File: src/rtl/uart_tx_arbiter.sv
// uart_tx_arbiter: shares one serial transmitter between NUM_REQ byte-stream
// requesters with burst-granular round-robin arbitration, and owns the timing
// of the new_tx_data load strobe against tx_busy.
// Optional feature macro: UART_TX_ARB_TIMEOUT_EN (in-burst idle timeout with
// sticky timeout_err output and the TIMEOUT_CYCLES parameter).
module uart_tx_arbiter #(
    parameter int NUM_REQ = 2
`ifdef UART_TX_ARB_TIMEOUT_EN
    ,
    parameter int TIMEOUT_CYCLES = 1024
`endif
) (
    input  logic                   clk,
    input  logic                   rst,
    input  logic [NUM_REQ-1:0]     req,
    input  logic [8*NUM_REQ-1:0]   req_data,
    input  logic [NUM_REQ-1:0]     req_valid,
    input  logic [NUM_REQ-1:0]     req_last,
    output logic [NUM_REQ-1:0]     req_ack,
    output logic [NUM_REQ-1:0]     grant,
    output logic [7:0]             tx_data,
    output logic                   new_tx_data,
    input  logic                   tx_busy,
    output logic                   busy
`ifdef UART_TX_ARB_TIMEOUT_EN
    ,
    output logic                   timeout_err
`endif
);

    localparam int IdxW = (NUM_REQ > 1) ? $clog2(NUM_REQ) : 1;
    localparam logic [IdxW-1:0] LastIdx = IdxW'(NUM_REQ - 1);

    typedef enum logic [1:0] {
        ST_IDLE,
        ST_SEND,
        ST_HOLD,
        ST_RELEASE
    } state_t;

    state_t               r_state;
    state_t               w_stateNext;
    logic [NUM_REQ-1:0]   r_grant;
    logic [NUM_REQ-1:0]   w_grantNext;
    logic [IdxW-1:0]      r_owner;
    logic [IdxW-1:0]      w_ownerNext;
    logic [IdxW-1:0]      r_ptr;
    logic [IdxW-1:0]      w_ptrNext;
    logic [7:0]           r_txData;
    logic [7:0]           w_txDataNext;
    logic                 r_strobe;
    logic                 w_strobeNext;
    logic [NUM_REQ-1:0]   r_ack;
    logic [NUM_REQ-1:0]   w_ackNext;
    logic                 r_last;
    logic                 w_lastNext;

    logic                 w_pickFound;
    logic [IdxW-1:0]      w_pickIdx;
    logic [IdxW:0]        w_cand;

    logic                 w_ownerReq;
    logic                 w_ownerValid;
    logic                 w_ownerLast;
    logic [7:0]           w_ownerData;

`ifdef UART_TX_ARB_TIMEOUT_EN
    localparam int CntW = $clog2(TIMEOUT_CYCLES + 1);
    logic [CntW-1:0]      r_idleCnt;
    logic [CntW-1:0]      w_idleCntNext;
    logic                 r_timeoutErr;
    logic                 w_timeoutErrNext;
`endif

    // The owner index selects the granted requester's lane of every input bus.
    assign w_ownerReq   = req[r_owner];
    assign w_ownerValid = req_valid[r_owner];
    assign w_ownerLast  = req_last[r_owner];
    assign w_ownerData  = req_data[{r_owner, 3'b000} +: 8];

    // Round-robin pick: first requesting index at or above the pointer, wrapping.
    always_comb begin
        w_pickFound = 1'b0;
        w_pickIdx   = '0;
        w_cand      = '0;
        for (int k = 0; k < NUM_REQ; k++) begin
            w_cand = {1'b0, r_ptr} + (IdxW + 1)'(k);
            if (w_cand >= (IdxW + 1)'(NUM_REQ)) begin
                w_cand = w_cand - (IdxW + 1)'(NUM_REQ);
            end
            if (!w_pickFound && req[w_cand[IdxW-1:0]]) begin
                w_pickFound = 1'b1;
                w_pickIdx   = w_cand[IdxW-1:0];
            end
        end
    end

    // Next-state and next-register logic; strobe and ack default low so they pulse.
    always_comb begin
        w_stateNext  = r_state;
        w_grantNext  = r_grant;
        w_ownerNext  = r_owner;
        w_ptrNext    = r_ptr;
        w_txDataNext = r_txData;
        w_strobeNext = 1'b0;
        w_ackNext    = '0;
        w_lastNext   = r_last;
`ifdef UART_TX_ARB_TIMEOUT_EN
        w_idleCntNext    = r_idleCnt;
        w_timeoutErrNext = r_timeoutErr;
`endif
        case (r_state)
            ST_IDLE: begin
                if (w_pickFound) begin
                    w_grantNext = NUM_REQ'(1) << w_pickIdx;
                    w_ownerNext = w_pickIdx;
                    w_stateNext = ST_SEND;
`ifdef UART_TX_ARB_TIMEOUT_EN
                    w_idleCntNext = '0;
`endif
                end
            end
            ST_SEND: begin
                if (!w_ownerReq) begin
                    w_stateNext = ST_RELEASE;
                end else if (w_ownerValid && !tx_busy) begin
                    w_txDataNext = w_ownerData;
                    w_strobeNext = 1'b1;
                    w_ackNext    = NUM_REQ'(1) << r_owner;
                    w_lastNext   = w_ownerLast;
                    w_stateNext  = ST_HOLD;
`ifdef UART_TX_ARB_TIMEOUT_EN
                    w_idleCntNext = '0;
`endif
                end
`ifdef UART_TX_ARB_TIMEOUT_EN
                else if (!w_ownerValid) begin
                    if (r_idleCnt == CntW'(TIMEOUT_CYCLES - 1)) begin
                        w_stateNext      = ST_RELEASE;
                        w_timeoutErrNext = 1'b1;
                    end else begin
                        w_idleCntNext = r_idleCnt + 1'b1;
                    end
                end
`endif
            end
            ST_HOLD: begin
                w_stateNext = r_last ? ST_RELEASE : ST_SEND;
            end
            ST_RELEASE: begin
                w_grantNext = '0;
                w_ptrNext   = (r_owner == LastIdx) ? '0 : r_owner + 1'b1;
                w_stateNext = ST_IDLE;
            end
            default: begin
                w_stateNext = ST_IDLE;
            end
        endcase
    end

    // State register; reset abandons any burst in progress.
    always_ff @(posedge clk or negedge rst) begin
        if (!rst) begin
            r_state <= ST_IDLE;
        end else begin
            r_state <= w_stateNext;
        end
    end

    // Grant, pointer and transmitter-side output registers.
    always_ff @(posedge clk or negedge rst) begin
        if (!rst) begin
            r_grant  <= '0;
            r_owner  <= '0;
            r_ptr    <= '0;
            r_txData <= 8'h00;
            r_strobe <= 1'b0;
            r_ack    <= '0;
            r_last   <= 1'b0;
        end else begin
            r_grant  <= w_grantNext;
            r_owner  <= w_ownerNext;
            r_ptr    <= w_ptrNext;
            r_txData <= w_txDataNext;
            r_strobe <= w_strobeNext;
            r_ack    <= w_ackNext;
            r_last   <= w_lastNext;
        end
    end

`ifdef UART_TX_ARB_TIMEOUT_EN
    // Idle-in-burst counter and sticky timeout flag.
    always_ff @(posedge clk or negedge rst) begin
        if (!rst) begin
            r_idleCnt    <= '0;
            r_timeoutErr <= 1'b0;
        end else begin
            r_idleCnt    <= w_idleCntNext;
            r_timeoutErr <= w_timeoutErrNext;
        end
    end

    assign timeout_err = r_timeoutErr;
`endif

    assign grant       = r_grant;
    assign req_ack     = r_ack;
    assign tx_data     = r_txData;
    assign new_tx_data = r_strobe;
    assign busy        = |r_grant;

endmodule

File: config.mk
export PLATFORM = sky130hd
export DESIGN_NAME = uart_tx_arbiter
export DESIGN_NICKNAME = d
export VERILOG_FILES = /design/src/rtl/uart_tx_arbiter.sv
export SDC_FILE = /design/constraint.sdc
export NUM_CORES = 1
export LEC_CHECK = 0
export CORE_ASPECT_RATIO = 1.1
export CORE_MARGIN = 2
export CORE_UTILIZATION = 35
export CTS_CLUSTER_DIAMETER = 50
export DETAILED_ROUTE_END_ITERATION = 10
export PLACE_DENSITY = 0.65
export SYNTH_ARGS = -nofsm -noshare
export SYNTH_HDL_FRONTEND = slang
export SYNTH_SLANG_ARGS = --single-unit
File: constraint.sdc
create_clock -name clk -period 3.05 [get_ports clk]
set_clock_uncertainty 0.05 [all_clocks]
set_input_delay 0.4575 -clock clk [delete_from_list [all_inputs] [get_ports clk]]
set_output_delay 0.4575 -clock clk [all_outputs]
set_load 0.01 [all_outputs]
* Word level (Yosys, flattened, before mapping)
Index checks and enable logic that the tools add are counted.
** Word-level totals
- Word-level logic and storage cells :: 66
- Bits of input ports :: 25
- Output and inout port bits :: 14
- Bits in registers :: 18
** Operators by class
- Reductions and logical operators :: 11
- Equality and inequality tests :: 5
- Add/sub/neg operators :: 4
- Mux-type cells :: 30
- Shifts and indexed selects :: 3
- $lt $le $gt $ge :: 5
** Operators by type and width (number)
- 1-bit 2-to-1 mux :: 20
- 2-bit 2-to-1 mux :: 8
- 16-bit by 5-bit indexed part select with 8-bit output :: 1
- 2-bit case mux with 4 select lines :: 1
- 1-bit by 2-bit < comparator with 1-bit output, second input constant :: 3
- 2-bit AND reduction :: 3
- 2-bit equality test, second input constant :: 2
- 2-bit case mux with 2 select lines :: 1
- 1-bit by 1-bit << shifter with 2-bit output, first input constant :: 2
- 3-bit != test, second input constant :: 1
- 3-bit AND reduction :: 1
- 1-bit by 1-bit adder with 2-bit output, second input constant :: 1
- 2-bit by 1-bit equality test with 1-bit output, second input constant :: 1
- 1-bit by 2-bit >= comparator with 1-bit output, second input constant :: 1
- 2-bit >= comparator, second input constant :: 1
- 1-bit logical AND :: 2
- 1-bit zero test :: 2
- 2-bit zero test :: 1
- 2-bit != test, second input constant :: 1
- 2-bit nonzero test :: 1
- 2-bit OR reduction :: 1
- 1-bit subtractor, second input constant :: 2
- 1-bit adder, second input constant :: 1

* Logic depth before layout (Yosys ltp)
- Word-level depth :: 11
- Depth in mapped cells :: 5
- Depth with buffers taken out :: 3

* Worst setup path after synthesis
OpenSTA, ideal clock, no wires.
- Path kind :: reg-to-reg
- Start :: register r_owner
- End :: register r_last
- Data required time :: 2875 ps
- Setup time :: 125 ps
- Path slack :: 1424 ps
- Path buffers :: 2
- Cell stages (with the launch flop) :: 6
- Arrival time :: 1451 ps
- Period minus slack after synthesis :: 1626 ps
- Cell sequence :: dfrtp_1 buf_6 mux2i_2 nor4_4 buf_6 mux2_4
** On the way
- Word-level cells in the longest chain between the ends :: 4
- Elaborated cells between the ends (all ways) :: 8
- Classes of those cells :: 6 x mux; 2 x reduce/logical
** RTL lines
- start, declared :: RTL line 45 : logic [IdxW-1:0] r_owner;
- start signal, assigned :: RTL line 182 : r_owner <= w_ownerNext;
- 1-bit 2-to-1 mux (not written as such) (2 in series) :: RTL line 77 : assign w_ownerValid = req_valid[r_owner];
- 1-bit logical AND :: RTL line 126 : end else if (w_ownerValid && !tx_busy) begin
- 3-bit AND reduction (no line)
- end signal, assigned :: RTL line 187 : r_last <= w_lastNext;
- end, declared :: RTL line 55 : logic r_last;
Several ways; a longest one is shown, not always the timed one. The select of a mux whose other input is x is not followed.
A chain may end at the register's enable or synchronous reset.

* Worst setup path in the final report
- Start :: register r_grant[1], in the netlist grant[1]
- End :: output port busy
** On the way
- Word-level cells in the longest chain between the ends :: 1
** RTL lines
- start, declared :: RTL line 43 : logic [NUM_REQ-1:0] r_grant;
- start signal, assigned :: RTL line 181 : r_grant <= w_grantNext;
- 2-bit OR reduction :: RTL line 210 : assign busy = |r_grant;
- end, declared :: RTL line 24 : output logic busy
No other way between the ends.

==> flow_metrics.py <==
metrics = {
    "setup_path": {
        "worstSetupEndpointType": "output port",
        "cp.arrival_ns": 1.48,
        "crit_path_max_fanout": 4,
        "cp.required_ns": 2.54,
        "worst_setup_path_start_kind": "flip-flop",
        "path_class": "reg -> out",
    },
    "global_route": {
        "grtUsageMet3": 0.0445,
        "grt_use_met2": 0.204,
        "antenna_found_initial": 0,
        "grt_busiest_layer": "met2",
        "overflow": 0,
        "grt_max_degree": 19,
        "gr-usage-all-layers": 0.137,
        "grt_pass1_wl_um": 3020,
        "grt_pass1_vias": 693,
        "gr-usage-met1": 0.183,
    },
    "place": {
        "io_buffers": 38,
        "dp_hpwl_um": 1440,
        "gp_congestion": 0.807,
    },
    "layout": {
        "final_common_cell": "clkdlybuf4s50_1",
        "fin_nets": 138,
        "fillers": 221,
        "syn_to_final_growth_pct": 48.8,
        "insertedDiodeCount": 0,
        "most-common-layout-cells": "clkdlybuf4s50_1, dfrtp_1, mux2_2",
        "drive_gt1_frac": 0.250,
    },
    "routing": {
        "ant_nets": 0,
        "dr.first_iter.drc_count": 4,
        "viasPerCell": 4.86,
        "wirelength_um": 1880,
        "dr.pass1.iters": 4,
        "wl_per_cell_um": 13.1,
        "post-route-drc-count": 0,
        "num_vias": 695,
    },
    "cts": {
        "cts_tree": "built",
        "clock_sinks": 18,
        "hold_buffers": 0,
        "cts-root-buf": "clkbuf_4",
        "cts-resized-gates": 0,
        "post_cts_buffers": 0,
        "clock_latency_ns": 0.29,
        "path_clk_slew_ns": 0.11,
        "clockBufferDepth": 2,
        "cts_made_buffers": 3,
        "h-tree-depth": 1,
    },
    "floorplanning": {
        "core_area_mm2": 0.00250,
        "die_y_um": 57.5,
        "die-area_mm2": 0.00303,
        "chipWidth_um": 52.6,
        "io_pins": 39,
        "initial_core_util": 0.365,
        "num_rows": 19,
    },
    "sta": {
        "setup_viol": 0,
        "drv_slew": 0,
        "tightest_slew_ns": 0.778,
        "fin_setup_tns_ns": 0,
        "relSlewSlack": 0.480,
        "period_share": 0.653,
        "finalHoldViolCount": 0,
        "rsz0062_at_grt": "false",
        "max_freq_mhz": 502,
        "min_period_ns": 1.99,
    },
    "synthesis": {
        "synthesis.nets": 96,
        "syn_area_per_cell_um2": 12.8,
        "yosysTopAreaCell": "dfrtp_1",
        "ys_ff_latch": 18,
        "synth_top_cell_area_share": 0.495,
        "synth.distinct_cells": 24,
        "synth_area_leaders": "dfrtp_1, mux2_2, mux2_4",
        "synthCells": 71,
        "yosys_warnings": 0,
        "syn_area_um2": 911,
        "ys_seq_area_frac": 0.495,
    },
    "power_and_ir_drop": {
        "power.total_uw": 1130,
        "power.density_mw_per_mm2": 832,
        "ir_worst_vdd_mv": 0.488,
        "cellLeakagePower_uw": 0.000567,
    },
    "run_status": {
        "status": "complete, no violations",
    },
    "hold_path": {
        "holdCritPathClass": "reg -> reg",
    },
    "job": {
        "drv_cap": 0,
    },
}
==> registers in the layout (all words and copies together) (netlist names) <==
register     flops
tx_data          8
grant            2
r_state          2
req_ack          2
new_tx_data      1
r_last           1
r_owner          1
r_ptr            1
==> metrics by stage <==
stage          utilization  setup WS (ns)  instances  hold WS [ns]  cell area (µm²)
3_5_place_dp         0.528          0.840        139         0.442             1320
4_1_cts              0.543           1.03        143         0.479             1360
2_1_floorplan            -           1.42         71         0.112              911
3_3_place_gp         0.528          0.878        139         0.443             1320
6_report             0.543           1.06        143         0.468             1360
5_1_grt              0.543          0.980        143         0.499             1360
==> final cells by class <==
class                           instances  area, µm²  share of cell area
Multi-Input combinational cell         49        430               0.318
Sequential cell                        18        450               0.332
Tap cell                               31       38.8              0.0286
Inverter                                1       3.75             0.00277
Clock buffer                            4       36.3              0.0268
Timing Repair Buffer                   40        395               0.292
==> critical path, cell delays in order, from the launching register on <==
cell             delay (ns)
dfrtp_1                0.42
or2_2                  0.29
clkdlybuf4s50_1        0.47
==> synth_stat cells <==
cell / n
a22oi_1: 1
mux2_2: 11
buf_6: 2
clkbuf_1: 1
nand2_1: 5
nor2_1: 2
nand2b_1: 3
nand3_1: 1
nor4_4: 1
a32oi_1: 1
or2_2: 2
inv_1: 1
a31oi_1: 1
and2_1: 1
nor2b_1: 3
o21ai_0: 4
o31ai_1: 1
mux2i_2: 1
mux2_4: 7
dfrtp_1: 18
a21oi_1: 1
mux2i_1: 1
a2bb2oi_1: 1
nor3_1: 1
==> layer usage <==
| metal | share of wire | routed length (µm) |
|---|---|---|
| met3 | 0.098 | 184 |
| met1 | 0.41 | 773 |
| met4 | 0.0053 | 10 |
| met5 | 0 | 0 |
| met2 | 0.48 | 906 |
==> path summary, 6_finish.rpt <==
check / from / endpoint / slack, ns / depth (start not counted)
setup / recovery: grant[1]$_DFFE_PN0P_ / busy / 1.06 / 2
hold / removal: tx_data[1]$_DFFE_PN0P_ / tx_data[1]$_DFFE_PN0P_ / 0.47 / 1
setup reg to reg: r_owner$_DFFE_PN0P_ / tx_data[0]$_DFFE_PN0P_ / 1.18 / 5
hold reg to reg: tx_data[1]$_DFFE_PN0P_ / tx_data[1]$_DFFE_PN0P_ / 0.47 / 1
max in group asynchronous: rst / r_owner$_DFFE_PN0P_ / 1.90 / 1
min in group asynchronous: rst / tx_data[4]$_DFFE_PN0P_ / 0.55 / 1
==> cell families (layout without fill, tap and decap cells) <==
kind of cell	after synthesis	count (layout)	synth area share
muxes	20	20	0.277
and+or+nand+nor	19	19	0.125
DFF	18	18	0.495
AOI/OAI and AO/OA	10	10	0.0701
buffers and inverters	4	45	0.0330
==> report_power, final <==
part / internal, µW / switching [µW]
combinational: 352 / 206
sequential: 340 / 83.7
clock: 72.7 / 74.0
(Power assumes the default switching activity.)
